--- src/rtl/program_loader.sv ---
// Streams 24-bit command words into program RAM as three bytes, MSB first, holding the core in reset meanwhile.
// Optional LOADER_CHECKSUM_EN adds a running byte checksum; without it checksum is tied to zero.
module program_loader #(
    parameter int ADDR_W = 8,
    parameter int DATA_W = 8
) (
    input  logic                  clk,
    input  logic                  rst,
    input  logic                  start,
    input  logic [ADDR_W-1:0]     base_addr,
    input  logic                  in_valid,
    output logic                  in_ready,
    input  logic [3*DATA_W-1:0]   in_word,
    input  logic                  in_last,
    output logic                  write_en,
    output logic [ADDR_W-1:0]     write_adress,
    output logic [DATA_W-1:0]     data_in,
    output logic                  hold_cpu,
    output logic                  busy,
    output logic                  done,
    output logic                  overflow,
    output logic [ADDR_W-1:0]     words_written,
    output logic [DATA_W-1:0]     checksum
);

    localparam int WORD_W = 3 * DATA_W;

    localparam logic [2:0] S_IDLE   = 3'd0;
    localparam logic [2:0] S_ACCEPT = 3'd1;
    localparam logic [2:0] S_WR0    = 3'd2;
    localparam logic [2:0] S_WR1    = 3'd3;
    localparam logic [2:0] S_WR2    = 3'd4;
    localparam logic [2:0] S_DONE   = 3'd5;

    localparam logic [ADDR_W+1:0] SPACE      = {2'b01, {ADDR_W{1'b0}}};
    localparam logic [ADDR_W+1:0] WORD_BYTES = {{ADDR_W{1'b0}}, 2'b11};
    localparam logic [ADDR_W:0]   PTR_ONE    = {{ADDR_W{1'b0}}, 1'b1};
    localparam logic [ADDR_W-1:0] CNT_ONE    = {{(ADDR_W-1){1'b0}}, 1'b1};

    logic [2:0]        state_q, state_d;
    // One extra bit lets the pointer reach 2^ADDR_W after the final address is written.
    logic [ADDR_W:0]   ptr_q, ptr_d;
    logic [WORD_W-1:0] word_q, word_d;
    logic              last_q, last_d;
    logic [ADDR_W-1:0] words_written_q, words_written_d;
    logic              overflow_q, overflow_d;

    logic [ADDR_W+1:0] room_left;
    logic              has_room;

    assign room_left = SPACE - {1'b0, ptr_q};
    assign has_room  = (room_left >= WORD_BYTES);

    always_comb begin
        state_d         = state_q;
        ptr_d           = ptr_q;
        word_d          = word_q;
        last_d          = last_q;
        words_written_d = words_written_q;
        overflow_d      = overflow_q;
        case (state_q)
            S_IDLE: begin
                if (start) begin
                    ptr_d           = {1'b0, base_addr};
                    words_written_d = '0;
                    overflow_d      = 1'b0;
                    state_d         = S_ACCEPT;
                end
            end
            S_ACCEPT: begin
                if (in_valid) begin
                    if (has_room) begin
                        word_d  = in_word;
                        last_d  = in_last;
                        state_d = S_WR0;
                    end else begin
                        overflow_d = 1'b1;
                        state_d    = S_IDLE;
                    end
                end
            end
            S_WR0: begin
                ptr_d   = ptr_q + PTR_ONE;
                state_d = S_WR1;
            end
            S_WR1: begin
                ptr_d   = ptr_q + PTR_ONE;
                state_d = S_WR2;
            end
            S_WR2: begin
                ptr_d           = ptr_q + PTR_ONE;
                words_written_d = words_written_q + CNT_ONE;
                state_d         = last_q ? S_DONE : S_ACCEPT;
            end
            S_DONE: begin
                state_d = S_IDLE;
            end
            default: begin
                state_d = S_IDLE;
            end
        endcase
    end

    always_comb begin
        write_en = 1'b0;
        data_in  = '0;
        case (state_q)
            S_WR0: begin
                write_en = 1'b1;
                data_in  = word_q[WORD_W-1 -: DATA_W];
            end
            S_WR1: begin
                write_en = 1'b1;
                data_in  = word_q[2*DATA_W-1 -: DATA_W];
            end
            S_WR2: begin
                write_en = 1'b1;
                data_in  = word_q[DATA_W-1:0];
            end
            default: begin
                write_en = 1'b0;
                data_in  = '0;
            end
        endcase
    end

    assign in_ready      = (state_q == S_ACCEPT) && has_room;
    assign write_adress  = ptr_q[ADDR_W-1:0];
    assign busy          = (state_q != S_IDLE);
    assign hold_cpu      = (state_q != S_IDLE);
    assign done          = (state_q == S_DONE);
    assign overflow      = overflow_q;
    assign words_written = words_written_q;

    always_ff @(posedge clk) begin
        if (rst) begin
            state_q         <= S_IDLE;
            ptr_q           <= '0;
            word_q          <= '0;
            last_q          <= 1'b0;
            words_written_q <= '0;
            overflow_q      <= 1'b0;
        end else begin
            state_q         <= state_d;
            ptr_q           <= ptr_d;
            word_q          <= word_d;
            last_q          <= last_d;
            words_written_q <= words_written_d;
            overflow_q      <= overflow_d;
        end
    end

`ifdef LOADER_CHECKSUM_EN
    logic [DATA_W-1:0] checksum_q, checksum_d;

    always_comb begin
        checksum_d = checksum_q;
        if (state_q == S_IDLE && start) begin
            checksum_d = '0;
        end else if (write_en) begin
            checksum_d = checksum_q + data_in;
        end
    end

    always_ff @(posedge clk) begin
        if (rst) begin
            checksum_q <= '0;
        end else begin
            checksum_q <= checksum_d;
        end
    end

    assign checksum = checksum_q;
`else
    assign checksum = '0;
`endif

endmodule

--- config.mk ---
export PLATFORM = sky130hd
export DESIGN_NAME = program_loader
export DESIGN_NICKNAME = d
export VERILOG_FILES = /design/src/rtl/program_loader.sv
export SDC_FILE = /design/constraint.sdc
export NUM_CORES = 1
export LEC_CHECK = 0
export ABC_AREA = 1
export CORE_ASPECT_RATIO = 1.5
export CORE_MARGIN = 5
export CORE_UTILIZATION = 49
export CTS_BUF_LIST = sky130_fd_sc_hd__clkbuf_8
export DETAILED_ROUTE_END_ITERATION = 8
export PLACE_DENSITY_LB_ADDON = 0.2
export SLEW_MARGIN = 10
export SYNTH_ARGS = -nofsm -noshare
export SYNTH_HDL_FRONTEND = slang
export SYNTH_SLANG_ARGS = --single-unit
--- constraint.sdc ---
create_clock -name clk -period 1.85 [get_ports clk]
set_input_delay 0.2775 -clock clk [delete_from_list [all_inputs] [get_ports clk]]
set_output_delay 0.2775 -clock clk [all_outputs]
set_load 0.01 [all_outputs]
# Yosys cells after proc, flatten, opt, wreduce, memory -nomap -nowiden
# Cells that the tools add are included.
[word_totals]
ff_bits = 46
latch_bits = 0
mem_bits_rw = 0
rom_bits = 0
out_inout_bits = 38
n_memories = 0
[classes]
n_addsub = 3
multipliers = 0
div = 0
order_cmp = 1
eq_ne = 8
n_shift = 0
n_mux = 15
bitwise_logic = 0
n_reduce_logical = 12
[op_table]
columns = ["op", "n"]
rows = [
  ["$pmux W8 S3", 1],
  ["$pmux W9 S2", 1],
  ["$pmux W8 S2", 1],
  ["$pmux W3 S5", 1],
  ["$ge A10 B2 Y1 const B", 1],
  ["$sub A9 B9 Y10 const A", 1],
  ["$add A9 B1 Y9 const B", 1],
  ["$mux W3", 3],
  ["$mux W9", 1],
  ["$add A8 B1 Y8 const B", 1],
  ["$mux W8", 1],
  ["$eq A3 B2 Y1 const B", 2],
  ["$eq A3 B3 Y1 const B", 2],
  ["$ne A2 B2 Y1 const B", 3],
  ["$reduce_and A2 Y1", 3],
  ["$reduce_bool A2 Y1", 3],
  ["$mux W1", 4],
  ["$reduce_and A4 Y1", 1],
  ["$eq A3 B1 Y1 const B", 1],
  ["$logic_not A3 Y1", 1],
  ["$reduce_and A3 Y1", 1],
  ["$reduce_bool A3 Y1", 1],
  ["$reduce_or A3 Y1", 1],
  ["$mux W2", 1],
  ["2 further kinds", 2],
]

# Logic depth before layout (Yosys ltp)
# Gate-level depths: netlist (run 1).
[depth]
depth_word = 5
ltp_mapped = 10
mapped_depth_nobuf = 10

# Least setup slack after synthesis (run 1)
# No wires, ideal clock.
[synth_timing]
path_type = "flip-flop to flip-flop"
from = "register ptr_q[0]"
to = "register last_q"
t_arrival_ns = 1.310
t_required_ns = 1.735
slack_ns = 0.425
stages_incl_launch_ff = 10
path_buffers = 1
period_less_slack_ns = 1.425
path_cell_list = "dfxtp_1 inv_2 ha_1 a21oi_1 nor2_1 nand3_1 buf_2 nand3b_1 nand2_1 nor2_1"
[synth_between]
elab_chain_cells = 3
[synth_rtl]
columns = ["element", "line", "rtl"]
rows = [
  ["from (decl)", "42", "logic [ADDR_W:0] ptr_q, ptr_d;"],
  ["from (signal assigned)", "145", "ptr_q <= ptr_d;"],
  ["$sub A9 B9 Y10", "51", "assign room_left = SPACE - {1'b0, ptr_q};"],
  ["$ge A10 B2 Y1", "52", "assign has_room = (room_left >= WORD_BYTES);"],
  ["$reduce_and A3 Y1 (no source line)", "n/a", ""],
  ["to (signal assigned)", "147", "last_q <= last_d;"],
  ["to (decl)", "44", "logic last_q, last_d;"],
]
# No other way between the ends.
# A chain may end at the register's enable or synchronous reset.

# Final worst setup path (run 1)
[layout_timing]
from = "register ptr_q[0]"
to = "output port in_ready"
[layout_between]
elab_chain_cells = 3
[layout_rtl]
columns = ["element", "line", "rtl"]
rows = [
  ["$sub A9 B9 Y10", "51", ""],
  ["$ge A10 B2 Y1", "52", ""],
  ["$logic_and A1 B1 Y1", "127", "assign in_ready = (state_q == S_ACCEPT) && has_room;"],
  ["to (decl)", "12", "output logic in_ready,"],
]
# No other way between the ends.

==> run metrics, run 1 <==
CTS Buffer Depth=2; Reg2Reg Depth=9; CTS Hold Buffers Added=0; Mapped Cells=388; most frequent cells in the layout=nand2_1 (99), clkdlybuf4s50_1 (55), nor2_1 (50), a21oi_1 (42), dfxtp_1 (42); Post-Syn Area=2590 µm²; largest net degree at the start of global routing=51; Starting DRT DRC Count=173; grt ovf=0; residual DRC count=0; combinational power share=35.7%; worst-path cell chain=buf_4, ha_1, nor2_1, nand3_1, nand2_1, inv_1, clkbuf_2; Max Cap Viol=0; CTS sink count=46; Setup crit start=ptr_q[0]; Clk pwr share=21.7%; end of the worst register-to-register path=word_q[5]; Ant. Diodes=0; critical path required time=1570 ps; crit end category=primary output; I/O Buffers=66; Netlist cell types=30; final hold slack=465 ps; non-filler cells, final=527; Starting Density=50.5%; Synth area leaders=dfxtp_1 (36%), nand2_1 (14%), a21oi_1 (8.1%), nand3b_1 (7.5%), nor2_1 (7.5%); fin area=3410 µm²; P_leak=1.46 nW; crit path capture=in_ready; nets@finish=499; Clock transition at path regs=90 ps; vias in the first global route=2573; worst path setup slack after routing=58.1 ps; DR WL/cell=12.9 µm; first-pass GRT wire length=11.1 mm; R2R Setup Slk=130 ps; fin crit period=1790 ps; initial antenna violation count=0; Worst-Skew Late Latency=290 ps; fmax=558 MHz; drt pass-1 iters=4; area delta synth->final=31.9%; outcome=finished clean; total power=2.89 mW; via count=2692; biggest area consumer among synthesized cells=dfxtp_1; maximum vdd drop=0.000620 V; Max Slew Vio Count=0; CTS tree=yes; critical path class=reg2out; Synth top area share=35.6%; Total GRT Usage=19.4%; core footprint=5120 µm²; fraction of registers with async set/reset=0%; Net Sw Power=0.975 mW; commonest non-fill, non-tap cell in the layout=nand2_1; WL final=6.79 mm; pre-CTS WS=-59.3 ps; sequential share of power=42.6%; Placement Cell Area=3330 µm²; DR vias/cell=5.11; die width=69.3 µm; cell depth of the worst setup path=7; I/O pin total=75; Int Pwr=1.91 mW; RR Startpoint=ptr_q[0]; CP startpoint kind=flip-flop; CP peak stage delay=330 ps; Avg Synthesized Cell Area=6.67 µm²; Site Rows=32; Seq/Total Area, Yosys=35.6%; Hold Vio Cnt, Final=0; Slowest cell on crit path=dfxtp_1; share of cells above drive strength 1=12.0%; Switching Fraction=33.8%; Final Util=66.6%; number of synthesized flops with an enable pin=0; post-DP HPWL=5.09 mm; Final setup viols=0; H-tree depth=2; CP delay by family, top=simple AND/OR/NAND/NOR gates; hold crit path type=reg2reg; Post-DRT Antenna Nets=0; Num CTS Buffers=5; Buf/Inv on CP=3; synth warn=0; crit-path max FO=6; ys flop type=dfxtp_1; P per Cell Area=846 nW/µm²; Final Cycle Share=96.9%; Arr. time, crit path=1510 ps; die area=6860 µm²; Die Y-Extent=99 µm; RSZ-0062 raised after global routing=yes; RePlAce Congestion=0.870; setup_tns=0 ps; Clock Skews=5.31 ps; placed cells=517; Root Buffer=clkbuf_8; flip-flop and latch count after synthesis=46
==> state kept, by name, summed over array words and instances (netlist names) <==
| signal | cells |
|---|---|
| word_q | 24 |
| words_written | 8 |
| state_q | 3 |
| last_q | 1 |
| ptr_q | 9 |
| overflow | 1 |
==> how the worst min path moves through the flow <==
stage,start,to,slack (ps),cells past startpoint
6_report,overflow,overflow,460,2
2_1_floorplan,rst,words_written[6],360,1
3_5_place_dp,overflow,overflow,450,2
5_1_grt,last_q,state_q[2],510,2
4_1_cts,overflow,overflow,460,2
3_3_place_gp,overflow,overflow,440,2
==> power by group through the flow <==
| stage | sequential, mW | combinational (mW) | clock, mW |
|---|---|---|---|
| detailed placement | 1.24 | 1.03 | 0 |
| floorplan | 1.23 | 0.655 | 0 |
| global route | 1.24 | 1.15 | 0.672 |
| CTS | 1.22 | 1.03 | 0.645 |
| global placement | 1.24 | 1.00 | 0 |
| finish | 1.23 | 1.03 | 0.626 |
==> final cells by class <==
class / count / area [µm²]
well taps: 68 / 85.1
multi-input cells: 286 / 1390
inverters: 29 / 109
fillers: 520 / 1710
flip-flops and latches: 46 / 926
clock inverters: 2 / 8.76
repair buffers: 90 / 811
clock buffers: 6 / 82.6
==> synth_stat cells (3+ instances only) <==
master / instances
nor2_1: 52
buf_4: 19
o21ai_1: 3
inv_2: 5
nand3_1: 20
nand4_1: 3
ha_1: 4
buf_2: 11
nand3b_1: 26
dfxtp_1: 46
o211ai_1: 3
a21oi_1: 42
nand2_1: 99
nor3_1: 7
o21ai_0: 6
inv_1: 23
==> cell families after synthesis <==
group                    after synthesis  synth area share [%]
adder cells (fa/ha/maj)                4                  1.93
AND/OR/NAND/NOR                      215                  37.8
flip-flops                            46                  35.6
AO/OA/AOI/OAI                         59                  12.1
other                                  1                 0.145
buffers and inverters                 63                  12.4
==> per-layer routing <==
metal	vias up	global-route usage, %	routed length, µm
met5	-	0	0
met4	0	7.37	180
met3	16	2.76	273
met2	76	36.2	3530
met1	1227	22.1	2810
li1	1373	-	-
==> what timing repair did <==
item,in CTS,in global routing
setup endpoints to repair,13,22
gates resized for setup,13,22
setup buffers,2,0
pin swaps,1,0
cloned,0,0
endpoints found under the hold margin,0,0
==> worst register-to-register path, cell delays in order (launching register included) <==
cell and delay (ps):
dfxtp_1 350, inv_2 50, ha_1 200, a21oi_1 120
nor2_1 60, nand3_1 120, buf_4 440, nand3b_1 140
nand2_1 90, nor2_1 40
Note: power is estimated with default switching activity, not from simulation.
==> run 2, diff against run 1 <==
--- a/config.mk
+++ b/config.mk
@@ -8,7 +8,7 @@
 export ABC_AREA = 1
 export CORE_ASPECT_RATIO = 1.5
 export CORE_MARGIN = 5
-export CORE_UTILIZATION = 49
+export CORE_UTILIZATION = 53
 export CTS_BUF_LIST = sky130_fd_sc_hd__clkbuf_8
 export DETAILED_ROUTE_END_ITERATION = 8
 export PLACE_DENSITY_LB_ADDON = 0.2
==> constraint.sdc (replaced) <==
create_clock -name clk -period 2.26 [get_ports clk]
set_input_delay 0.339 -clock clk [delete_from_list [all_inputs] [get_ports clk]]
set_output_delay 0.339 -clock clk [all_outputs]
set_load 0.01 [all_outputs]
==> run 2 against run 1 <==
Die area down 6.6%. Non-clock buffer count down 10. Sequential share of layout area up 0.16 points. Global-route usage up 1.8 points. Cell area down 0.73%. Hold slack worse by 13 ps. Total power down 20%. Clock skew up 4.3 ps. Core utilization up 4.4 points. Cell count down 2.3%. Sequential power down 18%.
==> run metrics, run 2 (synthesized netlist as in run 1, its figures left out) <==
worst-path cell chain=inv_2, nand2_1, nor2_1, buf_4, nand2_1, nand3_1, clkdlybuf4s50_1; I/O pin total=75 (unchanged); Post-DRT Antenna Nets=0 (unchanged); crit end category=primary output; I/O Buffers=66 (unchanged); Arr. time, crit path=1850 ps (+340 ps); CP startpoint kind=flip-flop; CTS sink count=46 (unchanged); GRT met2 Usage=38.8% (+2.6 points); global route hottest layer=met2; maximum vdd drop=0.000420 V (-32%); setup_tns=0 ps (unchanged); Largest register FFs=24 (unchanged); DR WL/cell=12.9 µm (-0.19%); Starting Density=54.2% (+3.7 points); pre-CTS WS=176 ps (+235 ps); Max Cap Viol=0 (unchanged); Final setup viols=0 (unchanged); die area=6410 µm² (-6.6%); Total GRT Usage=21.2% (+1.8 points); commonest non-fill, non-tap cell in the layout=nand2_1; Worst-Skew Late Latency=300 ps (about the same); CTS Hold Buffers Added=0 (unchanged); Min-Delay Startpoint=overflow; share of cells above drive strength 1=8.02% (-4.0 points); critical path class=reg2out; CP peak stage delay=540 ps (+210 ps); met3 Usage GRT=4.13% (+1.4 points); P per Cell Area=682 nW/µm² (-19%); post-DP HPWL=4.75 mm (-6.8%); outcome=finished clean; Hold Vio Cnt, Final=0 (unchanged); fin area=3390 µm² (-0.73%); Site Rows=31 (-3.1%); Die Y-Extent=95.6 µm (-3.5%); met1 usage=23.5% (+1.4 points); initial antenna violation count=0 (unchanged); drt pass-1 iters=4 (unchanged); core footprint=4770 µm² (-6.9%); fmax=458 MHz; Reg with most FFs=word_q; Final Cycle Share=96.7%; Setup crit start=state_q[2]; most frequent cells in the layout=nand2_1 (99), clkdlybuf4s50_1 (61), nor2_1 (51), dfxtp_1 (43), a21oi_1 (42); Clock transition at path regs=80 ps (about the same); hold crit path type=reg2reg; Root Buffer=clkbuf_8; CP most frequent cell=nand2_1; final hold slack=452 ps (-13.2 ps); worst path setup slack after routing=75.3 ps (+17.2 ps); area delta synth->final=30.9%; DR vias/cell=5.12 (+0.28%); CTS tree=yes; placed cells=503 (-2.7%); RR Startpoint=state_q[2]; Rel. slew slack=47.9%; total power=2.31 mW (-20%); RePlAce Congestion=0.972 (+12%); largest net degree at the start of global routing=51 (unchanged); Num CTS Buffers=5 (unchanged); Clock Skews=9.65 ps (+4.34 ps); P_leak=1.48 nW (+1.2%); Final Util=71.0% (+4.4 points); Slowest cell on crit path=clkdlybuf4s50_1; crit-path max FO=9 (+3); vias in the first global route=2398 (-6.8%); nets@finish=489 (-2.0%); via count=2638 (-2.0%); non-filler cells, final=515 (-2.3%); fin crit period=2180 ps; die width=67.1 µm (-3.3%); residual DRC count=0 (unchanged); critical path required time=1920 ps (+350 ps); WL final=6.63 mm (-2.5%); Worst Tran Pin Value=779 ps; CTS Buffer Depth=2 (unchanged); Starting DRT DRC Count=162 (-6.4%); Max Slew Vio Count=0 (unchanged); Placement Cell Area=3250 µm² (-2.6%); first-pass GRT wire length=10.5 mm (-5.4%); grt ovf=0 (unchanged); Ant. Diodes=0 (unchanged); H-tree depth=2 (unchanged)
run 2: worst paths after layout:
kind	to	slack (ps)	depth (start not counted)
max reg2reg	ptr_q[8]	370	8
max	data_in[2]	80	7
min	overflow	450	2
min reg2reg	overflow	450	2
run 2: timing repair:
action | in CTS | in global routing
setup endpoints to repair | 9 | 9
setup buffers | 2 | 1
resized for setup | 2 | 8
gates cloned | 0 | 1
run 2: final cells by class:
cell class	count	area, µm²
multi-input combinational	286	1390
fill	424	1380
sequential	46	925
timing repair buffer	80	792
inverter	29	109
clock buffer	6	82.6
tap	66	82.6
clock inverter	2	8.76
run 2: metal layers:
| layer | vias up | wire (µm) |
|---|---|---|
| li1 | 1358 | - |
| met1 | 1181 | 2640 |
| met2 | 86 | 3430 |
| met3 | 13 | 411 |
| met4 | 0 | 144 |
| met5 | - | 0 |
run 2: report_power, final:
group	switching, mW	total, mW	leakage, nW	internal (mW)
logic	0.417	0.785	1.05	0.368
clock network	0.273	0.515	0.0524	0.243
registers	0.0886	1.01	0.377	0.922
run 2: critical path: cells and delay by family, from the launching register on:
family / cells / cell delay [ps]
buffers and inverters: 3 / 810
DFF: 1 / 360
and+or+nand+nor: 4 / 370
